`src/rtl/multi_cycle_pkg.sv`:
```
// Shared encodings for the multi-cycle MIPS-subset control path: opcodes, FSM states, ALU/mux codes.
// No logic beyond small opcode-classification helpers.
package multi_cycle_pkg;

   localparam logic [5:0] OP_ADD   = 6'b000000;
   localparam logic [5:0] OP_SUB   = 6'b000001;
   localparam logic [5:0] OP_ADDIU = 6'b000010;
   localparam logic [5:0] OP_AND   = 6'b010000;
   localparam logic [5:0] OP_ORI   = 6'b010010;
   localparam logic [5:0] OP_SLL   = 6'b011000;
   localparam logic [5:0] OP_SLT   = 6'b100110;
   localparam logic [5:0] OP_SW    = 6'b110000;
   localparam logic [5:0] OP_LW    = 6'b110001;
   localparam logic [5:0] OP_BEQ   = 6'b110100;
   localparam logic [5:0] OP_BNE   = 6'b110101;
   localparam logic [5:0] OP_J     = 6'b111000;
   localparam logic [5:0] OP_JR    = 6'b111001;
   localparam logic [5:0] OP_JAL   = 6'b111010;
   localparam logic [5:0] OP_HALT  = 6'b111111;

   typedef enum logic [3:0] {
      S_IF    = 4'd0,
      S_ID    = 4'd1,
      S_EXE_R = 4'd2,
      S_WB_R  = 4'd3,
      S_EXE_B = 4'd4,
      S_EXE_M = 4'd5,
      S_MEM   = 4'd6,
      S_WB_L  = 4'd7,
      S_HLT   = 4'd8
   } state_t;

   typedef enum logic [2:0] {
      ALU_ADD = 3'b000,
      ALU_SUB = 3'b001,
      ALU_SLL = 3'b010,
      ALU_OR  = 3'b011,
      ALU_AND = 3'b100,
      ALU_SLT = 3'b101
   } alu_op_t;

   localparam logic [1:0] PC_SEQ = 2'b00;
   localparam logic [1:0] PC_BR  = 2'b01;
   localparam logic [1:0] PC_RS  = 2'b10;
   localparam logic [1:0] PC_JMP = 2'b11;

   localparam logic [1:0] REG_RA = 2'b00;
   localparam logic [1:0] REG_RT = 2'b01;
   localparam logic [1:0] REG_RD = 2'b10;

   typedef struct packed {
      logic       pc_wre;
      logic       ir_wre;
      logic       reg_wre;
      logic       m_rd;
      logic       m_wr;
      logic       alu_src_a;
      logic       alu_src_b;
      logic       db_data_src;
      logic       wr_reg_d_src;
      logic       ext_sel;
      logic [1:0] reg_dst;
      logic [1:0] pc_src;
      alu_op_t    alu_op;
      logic       halted;
   } ctrl_t;

   function automatic logic is_alu_op(input logic [5:0] op);
      return (op == OP_ADD) || (op == OP_SUB) || (op == OP_ADDIU) || (op == OP_AND) ||
             (op == OP_ORI) || (op == OP_SLL) || (op == OP_SLT);
   endfunction

   function automatic logic uses_imm(input logic [5:0] op);
      return (op == OP_ADDIU) || (op == OP_ORI);
   endfunction

   function automatic alu_op_t alu_op_of(input logic [5:0] op);
      alu_op_t r;
      case (op)
         OP_SUB:  r = ALU_SUB;
         OP_AND:  r = ALU_AND;
         OP_ORI:  r = ALU_OR;
         OP_SLL:  r = ALU_SLL;
         OP_SLT:  r = ALU_SLT;
         default: r = ALU_ADD;
      endcase
      return r;
   endfunction

endpackage

```
`src/rtl/multi_cycle_control_if.sv`:
```
// Controller <-> datapath bundle: opcode/zero from the datapath, enables and mux selects back to it.
// master = control sequencer, slave = datapath.
interface multi_cycle_control_if;

   logic [5:0] opcode;
   logic       zero;
   logic       PCWre;
   logic       IRWre;
   logic       RegWre;
   logic       mRD;
   logic       mWR;
   logic       ALUSrcA;
   logic       ALUSrcB;
   logic       DBDataSrc;
   logic       WrRegDSrc;
   logic       ExtSel;
   logic [1:0] RegDst;
   logic [1:0] PCSrc;
   logic [2:0] ALUOp;
   logic       halted;

   modport master (
      input  opcode, zero,
      output PCWre, IRWre, RegWre, mRD, mWR, ALUSrcA, ALUSrcB, DBDataSrc,
             WrRegDSrc, ExtSel, RegDst, PCSrc, ALUOp, halted
   );

   modport slave (
      output opcode, zero,
      input  PCWre, IRWre, RegWre, mRD, mWR, ALUSrcA, ALUSrcB, DBDataSrc,
             WrRegDSrc, ExtSel, RegDst, PCSrc, ALUOp, halted
   );

endinterface

```
`src/rtl/multi_cycle_decode.sv`:
```
// Purely combinational (state, opcode, zero) -> control word and next state; zero latency, no backpressure.
// Selects are driven 0 outside the state that uses them so the datapath never sees X.
module multi_cycle_decode
   import multi_cycle_pkg::*;
(
   input  state_t     state_i,
   input  logic [5:0] opcode_i,
   input  logic       zero_i,
   output ctrl_t      ctrl_o,
   output state_t     state_d_o
);

   always_comb begin
      ctrl_o    = '0;
      state_d_o = S_IF;

      case (state_i)
         S_IF: begin
            ctrl_o.ir_wre = 1'b1;
            state_d_o     = S_ID;
         end

         S_ID: begin
            case (opcode_i)
               OP_J: begin
                  ctrl_o.pc_wre = 1'b1;
                  ctrl_o.pc_src = PC_JMP;
               end
               OP_JAL: begin
                  // Link register is written from PC+4 in the same cycle the PC jumps.
                  ctrl_o.pc_wre       = 1'b1;
                  ctrl_o.pc_src       = PC_JMP;
                  ctrl_o.reg_wre      = 1'b1;
                  ctrl_o.reg_dst      = REG_RA;
                  ctrl_o.wr_reg_d_src = 1'b0;
               end
               OP_JR: begin
                  ctrl_o.pc_wre = 1'b1;
                  ctrl_o.pc_src = PC_RS;
               end
               OP_HALT: state_d_o = S_HLT;
               OP_BEQ, OP_BNE: state_d_o = S_EXE_B;
               OP_SW, OP_LW:   state_d_o = S_EXE_M;
               default: begin
                  if (is_alu_op(opcode_i)) begin
                     state_d_o = S_EXE_R;
                  end else begin
                     ctrl_o.pc_wre = 1'b1;
                  end
               end
            endcase
         end

         S_EXE_R: begin
            ctrl_o.alu_op    = alu_op_of(opcode_i);
            ctrl_o.alu_src_a = (opcode_i == OP_SLL);
            ctrl_o.alu_src_b = uses_imm(opcode_i);
            ctrl_o.ext_sel   = (opcode_i != OP_ORI);
            state_d_o        = S_WB_R;
         end

         S_WB_R: begin
            ctrl_o.reg_wre      = 1'b1;
            ctrl_o.wr_reg_d_src = 1'b1;
            ctrl_o.reg_dst      = uses_imm(opcode_i) ? REG_RT : REG_RD;
            ctrl_o.pc_wre       = 1'b1;
         end

         S_EXE_B: begin
            ctrl_o.alu_op  = ALU_SUB;
            ctrl_o.ext_sel = 1'b1;
            ctrl_o.pc_wre  = 1'b1;
            if (((opcode_i == OP_BEQ) && zero_i) || ((opcode_i == OP_BNE) && !zero_i)) begin
               ctrl_o.pc_src = PC_BR;
            end
         end

         S_EXE_M: begin
            ctrl_o.alu_op    = ALU_ADD;
            ctrl_o.alu_src_b = 1'b1;
            ctrl_o.ext_sel   = 1'b1;
            state_d_o        = S_MEM;
         end

         S_MEM: begin
            if (opcode_i == OP_LW) begin
               ctrl_o.m_rd = 1'b1;
               state_d_o   = S_WB_L;
            end else begin
               ctrl_o.m_wr   = 1'b1;
               ctrl_o.pc_wre = 1'b1;
            end
         end

         S_WB_L: begin
            ctrl_o.reg_wre      = 1'b1;
            ctrl_o.db_data_src  = 1'b1;
            ctrl_o.wr_reg_d_src = 1'b1;
            ctrl_o.reg_dst      = REG_RT;
            ctrl_o.pc_wre       = 1'b1;
         end

         S_HLT: begin
            ctrl_o.halted = 1'b1;
            state_d_o     = S_HLT;
         end

         default: state_d_o = S_IF;
      endcase
   end

endmodule

```
`src/rtl/multi_cycle_control.sv`:
```
// Multi-cycle CPU control sequencer: state register plus decode; outputs combinational, no backpressure.
// Optional MCC_PERF_CNT_EN adds cycle_cnt / instr_cnt performance counters.
module multi_cycle_control
   import multi_cycle_pkg::*;
(
   input  logic                  CLK,
   input  logic                  Reset,
   multi_cycle_control_if.master ctl
`ifdef MCC_PERF_CNT_EN
   ,
   output logic [31:0]           cycle_cnt,
   output logic [31:0]           instr_cnt
`endif
);

   state_t state_q;
   state_t state_d;
   ctrl_t  ctrl;
   ctrl_t  ctrl_out;

   multi_cycle_decode u_decode (
      .state_i   (state_q),
      .opcode_i  (ctl.opcode),
      .zero_i    (ctl.zero),
      .ctrl_o    (ctrl),
      .state_d_o (state_d)
   );

   always_ff @(posedge CLK or negedge Reset) begin
      if (!Reset) begin
         state_q <= S_IF;
      end else begin
         state_q <= state_d;
      end
   end

   // Reset also gates the strobes combinationally, so a mid-instruction reset kills writes at once.
   always_comb begin
      ctrl_out = ctrl;
      if (!Reset) begin
         ctrl_out.pc_wre  = 1'b0;
         ctrl_out.ir_wre  = 1'b0;
         ctrl_out.reg_wre = 1'b0;
         ctrl_out.m_rd    = 1'b0;
         ctrl_out.m_wr    = 1'b0;
         ctrl_out.halted  = 1'b0;
      end
   end

   assign ctl.PCWre     = ctrl_out.pc_wre;
   assign ctl.IRWre     = ctrl_out.ir_wre;
   assign ctl.RegWre    = ctrl_out.reg_wre;
   assign ctl.mRD       = ctrl_out.m_rd;
   assign ctl.mWR       = ctrl_out.m_wr;
   assign ctl.ALUSrcA   = ctrl_out.alu_src_a;
   assign ctl.ALUSrcB   = ctrl_out.alu_src_b;
   assign ctl.DBDataSrc = ctrl_out.db_data_src;
   assign ctl.WrRegDSrc = ctrl_out.wr_reg_d_src;
   assign ctl.ExtSel    = ctrl_out.ext_sel;
   assign ctl.RegDst    = ctrl_out.reg_dst;
   assign ctl.PCSrc     = ctrl_out.pc_src;
   assign ctl.ALUOp     = ctrl_out.alu_op;
   assign ctl.halted    = ctrl_out.halted;

`ifdef MCC_PERF_CNT_EN
   logic [31:0] cycle_cnt_q;
   logic [31:0] instr_cnt_q;

   always_ff @(posedge CLK or negedge Reset) begin
      if (!Reset) begin
         cycle_cnt_q <= '0;
         instr_cnt_q <= '0;
      end else begin
         if (state_q != S_HLT) begin
            cycle_cnt_q <= cycle_cnt_q + 32'd1;
         end
         if (ctrl_out.pc_wre) begin
            instr_cnt_q <= instr_cnt_q + 32'd1;
         end
      end
   end

   assign cycle_cnt = cycle_cnt_q;
   assign instr_cnt = instr_cnt_q;
`endif

endmodule

```
`src/flat_wrapper.sv`:
```
// flat-port wrapper written by rule: the top's interface ports become plain ports
module multi_cycle_control_flat import multi_cycle_pkg::*;
  (CLK, Reset, ctl_opcode, ctl_zero, ctl_PCWre, ctl_IRWre, ctl_RegWre, ctl_mRD, ctl_mWR, ctl_ALUSrcA, ctl_ALUSrcB, ctl_DBDataSrc, ctl_WrRegDSrc, ctl_ExtSel, ctl_RegDst, ctl_PCSrc, ctl_ALUOp, ctl_halted);
  multi_cycle_control_if ctl_i ();
  input  logic CLK;
  input  logic Reset;
  input wire logic [$bits(ctl_i.opcode)-1:0] ctl_opcode;
  input wire logic [$bits(ctl_i.zero)-1:0] ctl_zero;
  output wire logic [$bits(ctl_i.PCWre)-1:0] ctl_PCWre;
  output wire logic [$bits(ctl_i.IRWre)-1:0] ctl_IRWre;
  output wire logic [$bits(ctl_i.RegWre)-1:0] ctl_RegWre;
  output wire logic [$bits(ctl_i.mRD)-1:0] ctl_mRD;
  output wire logic [$bits(ctl_i.mWR)-1:0] ctl_mWR;
  output wire logic [$bits(ctl_i.ALUSrcA)-1:0] ctl_ALUSrcA;
  output wire logic [$bits(ctl_i.ALUSrcB)-1:0] ctl_ALUSrcB;
  output wire logic [$bits(ctl_i.DBDataSrc)-1:0] ctl_DBDataSrc;
  output wire logic [$bits(ctl_i.WrRegDSrc)-1:0] ctl_WrRegDSrc;
  output wire logic [$bits(ctl_i.ExtSel)-1:0] ctl_ExtSel;
  output wire logic [$bits(ctl_i.RegDst)-1:0] ctl_RegDst;
  output wire logic [$bits(ctl_i.PCSrc)-1:0] ctl_PCSrc;
  output wire logic [$bits(ctl_i.ALUOp)-1:0] ctl_ALUOp;
  output wire logic [$bits(ctl_i.halted)-1:0] ctl_halted;
  assign ctl_i.opcode = ctl_opcode;
  assign ctl_i.zero = ctl_zero;
  assign ctl_PCWre = ctl_i.PCWre;
  assign ctl_IRWre = ctl_i.IRWre;
  assign ctl_RegWre = ctl_i.RegWre;
  assign ctl_mRD = ctl_i.mRD;
  assign ctl_mWR = ctl_i.mWR;
  assign ctl_ALUSrcA = ctl_i.ALUSrcA;
  assign ctl_ALUSrcB = ctl_i.ALUSrcB;
  assign ctl_DBDataSrc = ctl_i.DBDataSrc;
  assign ctl_WrRegDSrc = ctl_i.WrRegDSrc;
  assign ctl_ExtSel = ctl_i.ExtSel;
  assign ctl_RegDst = ctl_i.RegDst;
  assign ctl_PCSrc = ctl_i.PCSrc;
  assign ctl_ALUOp = ctl_i.ALUOp;
  assign ctl_halted = ctl_i.halted;
  multi_cycle_control u_core (.CLK(CLK), .Reset(Reset), .ctl(ctl_i));
endmodule
```
`config.mk`:
```
export PLATFORM = sky130hd
export DESIGN_NAME = multi_cycle_control_flat
export DESIGN_NICKNAME = d
export VERILOG_FILES = /design/src/rtl/multi_cycle_pkg.sv /design/src/rtl/multi_cycle_control_if.sv /design/src/rtl/multi_cycle_decode.sv /design/src/rtl/multi_cycle_control.sv /design/src/flat_wrapper.sv
export SDC_FILE = /design/constraint.sdc
export NUM_CORES = 1
export LEC_CHECK = 0
export BUFFER_PORTS_ARGS = -buffer_cell sky130_fd_sc_hd__clkbuf_2
export CORE_AREA = 4 4 41 43
export CTS_BUF_LIST = sky130_fd_sc_hd__clkbuf_8
export DETAILED_ROUTE_END_ITERATION = 8
export DIE_AREA = 0 0 45 47
export GPL_ROUTABILITY_DRIVEN = 0
export GPL_TIMING_DRIVEN = 0
export PLACE_DENSITY = 0.93
export SYNTH_ARGS = -nofsm -noshare
export SYNTH_HDL_FRONTEND = slang
export SYNTH_SLANG_ARGS = --single-unit
```
`constraint.sdc`:
```
create_clock -name CLK -period 3 [get_ports CLK]
set_input_delay 0.45 -clock CLK [delete_from_list [all_inputs] [get_ports CLK]]
set_output_delay 0.45 -clock CLK [all_outputs]
set_load 0.1 [all_outputs]
```
# Word-level counts from Yosys, hierarchy flattened
# Cells that the tools add are included.
[classes] eq_ne=23 n_mux=28 n_reduce_logical=21
[op_table] op="$eq 6x6->1 const B" n=9
[op_table] op="$pmux 4 s6" n=1
[op_table] op="$eq 6x5->1 const B" n=3
[op_table] op="$eq 4x3->1 const B" n=4
[op_table] op="$pmux 4 s4" n=1
[op_table] op="$pmux 3 s5" n=1
[op_table] op="$pmux 2 s2" n=3
[op_table] op="$mux 1" n=11
[op_table] op="$reduce_or 2->1" n=5
[op_table] op="$eq 4x2->1 const B" n=2
[op_table] op="$logic_or 1x1->1" n=8
[op_table] op="$pmux 1 s2" n=4
[op_table] op="$eq 6x1->1 const B" n=1
[op_table] op="$eq 6x2->1 const B" n=1
[op_table] op="$logic_not 6->1" n=1
[op_table] op="$mux 2" n=3
[op_table] op="$ne 6x5->1 const B" n=1
[op_table] op="$pmux 3 s2" n=1
[op_table] op="$reduce_or 3->1" n=2
[op_table] op="$mux 5" n=1
[op_table] op="$reduce_or 5->1" n=1
[op_table] op="$eq 4x1->1 const B" n=1
[op_table] op="$eq 4x4->1 const B" n=1
[op_table] op="$logic_not 4->1" n=1
[op_table] op="other kinds (4)" n=5
[totals] inputBits=9 register_bits=4 out_inout_bits=18 word_cells=73

# Longest topological paths before layout
[depth] depth_word=11 depth_mapped=5 ltp_nobuf=4

# Hierarchy
# Synthesis repeated with hierarchy kept, for this count alone.
[hier_totals] cells_unflattened=106 hier_area_um2=715.7
[by_module_without_submodules] mod="multi_cycle_decode" area_each_um2=578.1 seq_area_each_um2=0.0 cells_per_inst=96 n_inst=1
[by_module_without_submodules] mod="multi_cycle_control" area_each_um2=137.6 seq_area_each_um2=100.1 cells_per_inst=10 n_inst=1

# Worst setup path after synthesis
# OpenSTA, ideal clock, no wires.
[synth_timing] path_kind="register -> output" start="reg u_core.state_q[3]" end="out ctl_RegDst[1]" arrival_time_ns=3.632 required_time_ns=2.550 path_buffers=2 path_slack_ns=-1.082 path_stages_with_launch=4 path_cell_list="dfrtp_1 -> buf_2 -> buf_1 -> nor4_1"
[synth_via] elab_chain_cells=2 word_cells_on_any_way=3 cone_classes="eq/ne: 2; mux: 1"
[synth_lines] element="from (decl)" line="multi_cycle_control.sv:16" text="state_t state_q;"
[synth_lines] element="from (signal assigned)" line="multi_cycle_control.sv:33" text="state_q <= state_d;"
[synth_lines] element="$eq 4x3->1 or $eq 4x2->1 (tied branches)" line="multi_cycle_decode.sv:17" text="case (state_i)"
[synth_lines] element="$pmux 2 s2 *" line="multi_cycle_decode.sv:17"
[synth_lines] element="to (decl)" line="flat_wrapper.sv:19" text="output wire logic [$bits(ctl_i.RegDst)-1:0] ctl_RegDst;"
# Every way passes the cells marked *; elsewhere a longest branch is shown, timed or not.

# Worst setup path after layout
[layout_timing] start="in ctl_opcode[3]" end="out ctl_ALUSrcB"
[layout_via] elab_chain_cells=3 word_cells_on_any_way=4 cone_classes="eq/ne: 2; mux: 1; reduce/logical: 1"
[layout_lines] element="from (decl)" line="flat_wrapper.sv:7" text="input wire logic [$bits(ctl_i.opcode)-1:0] ctl_opcode;"
[layout_lines] element="$eq 6x2->1 or $eq 6x5->1 (tied branches)" line="multi_cycle_pkg.sv:74" text="return (op == OP_ADDIU) || (op == OP_ORI);"
[layout_lines] element="$logic_or 1x1->1 *" line="multi_cycle_pkg.sv:74"
[layout_lines] element="$pmux 1 s2 *" line="multi_cycle_decode.sv:17"
[layout_lines] element="to (decl)" line="flat_wrapper.sv:15" text="output wire logic [$bits(ctl_i.ALUSrcB)-1:0] ctl_ALUSrcB;"
# Marks and branches as above.

==> run metrics <==
# diodes 0; Post-Synthesis Cell Area 699 sq um; Slew HR 62.2%; dpl hpwl 1.57 mm; Mapped Nets 105; worst slew pin tran 0.562 ns; RSZ-0062 raised after global routing false; final setup fails 0; vias per cell 5.80; PwrDens 239 mW/mm^2; final worst path period share 83.9%; gr ovfl total 0; gr usage total 20.9%; clk buf depth 2; CP Data Arrival Time 2.07 ns; top_reg_cell synth dfrtp_1; Worst Reg-to-Reg Cells 4; leading registers by flop count u_core.state_q x4; Max Fanout on Critical Path 10; cell count after synthesis 96; placed insts 136; Worst VDD drop 0.000159 V; worst hold path class in -> async; CTS tree built; die span in x 45 um; clock-pin slew on the worst setup and hold paths 0.03 ns; final hold slack 0.0760 ns; Yosys top cell area share 14.3%; register area share after synthesis 14.3%; largest area contributor in the netlist dfrtp_1; CP endpoint kind output port; max FFs per register 4; top cells by count, synth 9 x nor2_1, 8 x nor3_1, 7 x buf_2; Pwr Total 217 uW; max_cap viols 0; share of cells above drive strength 1 41.9%; H-tree levels 1; Gates resized, CTS repair 0; Worst Setup Start Kind primary input; CP bufs+invs 3; min Tclk post-route 2.52 ns; Mapped Avg Cell Area 7.29 sq um; largest net degree at the start of global routing 11; Starting Density 53.8%; WP data required 2.55 ns; EDFF count, synth 0; Area Growth Syn to Fin 29.9%; synth warn 0; vias in the first global route 790; CORE AREA 0.00130 sq mm; Fmax 0.397 GHz; count leader, synth nor2_1; CTS root buf clkbuf_8; IO buf count 25; fillers 113; critical path, cell by cell clkbuf_2, buf_2, nor4_2, nand3_1, a21oi_1, clkbuf_2; Async SR Flop Fraction 100%; Final Non-Filler Cells 139; Crit path depth 6; cell repeated most along the worst path clkbuf_2; Nets 135; Pleak 0.000370 uW; Area contributors post-synth dfrtp_1 14%, nor3_1 5.7%, buf_2 5.0%, nor2_1 4.8%, a21oi_1 4.3%; Rows 13; vias after detailed routing 806; global-route wire length before repair 3.35 mm; postcts setup bufs 0; status complete, no violations; first-pass iteration count of the detailed router 4; CTS Sinks 4; DRT iter0 DRCs 17; register bit total from synthesis 4; CTS Buf Count 3; die height 47 um; Largest Register u_core.state_q; Final ANT Viol Nets 0; CP max stage cell nor4_2; pins over their slew limit 0; hold-fix buffers at CTS 0; die area 0.00212 sq mm; worst setup path category in -> out; I/O pins 27; Synth cell types 41; WL final 1.97 mm; clk_skew 0.000640 ns; clk_lat worst skew 0.21 ns; CP delay by family, top buffers and inverters; Final Hold Fails 0; initial antenna violation count 0; # DRC 0; CP peak stage delay 0.56 ns; WL per Instance 14.2 um
cell families (layout without fill, tap and decap cells):
logic type	Yosys count	in the layout	synth area share (%)
simple gates	54	54	51.2
flops	4	4	14.3
xor+xnor	1	1	1.25
mux	1	1	1.61
compound gates	22	22	21.3
buf+inv	14	42	10.4
per-layer routing:
metal	vias to the layer above	GRT usage (%)	share of wire [%]
li1	412	-	-
met1	367	24.1	44
met2	25	38.1	51
met3	2	4.21	4.7
met4	0	7.02	0.61
met5	-	0	0
layout by cell type (no fill, tap or decap), types with 4 or more instances in the layout:
cell type | synthesis | final
a21oi_1 | 6 | 6
buf_2 | 7 | 7
clkbuf_2 | 0 | 25
dfrtp_1 | 4 | 4
nand2_1 | 6 | 6
nand2b_1 | 4 | 4
nand3_1 | 5 | 5
nand3b_1 | 4 | 4
nor2_1 | 9 | 8
nor3_1 | 8 | 6
worst paths after layout:
path	startpoint	end	slack, ns
worst max-delay path	ctl_opcode[3]	ctl_ALUSrcB	0.48
worst min-delay path	Reset	u_core.state_q[3]	0.08
worst max register to register	u_core.state_q[2]	u_core.state_q[2]	1.63
worst min register to register	u_core.state_q[1]	u_core.state_q[3]	0.72
max in group asynchronous	Reset	u_core.state_q[2]	2.75
min in group CLK	ctl_opcode[2]	u_core.state_q[0]	0.66
final cells by class:
type | instances | area, sq um | share of cell area [%]
plain buffers | 11 | 61.3 | 6.75
flip-flops and latches | 4 | 100 | 11.0
multi-input cells | 78 | 551 | 60.6
repair buffers | 25 | 125 | 13.8
clock buffers | 3 | 41.3 | 4.55
inverters | 3 | 11.3 | 1.24
well taps | 15 | 18.8 | 2.07
power breakdown:
group | switching (uW) | internal, uW
Sequential | 0 | 54.3
Clock | 26.3 | 85.4
Combinational | 34.2 | 16.6
Total | 60.5 | 156
through the flow:
step	setup slack (ns)	instance area [sq um]	setup TNS, ns	utilization [%]
final	0.483	908	0	69.8
after floorplan	-0.260	723	-0.621	-
after detailed placement	0.508	867	0	66.6
after CTS	0.491	908	0	69.8
after global placement	0.529	867	0	66.6
after global routing	0.380	908	0	69.8
worst register-to-register path, stage by stage (launching register included):
cell and delay (ns):
dfrtp_1 0.30, buf_2 0.20, buf_1 0.41, nand3_1 0.20, a21oi_1 0.18
Power figures use the tool's default switching activity.
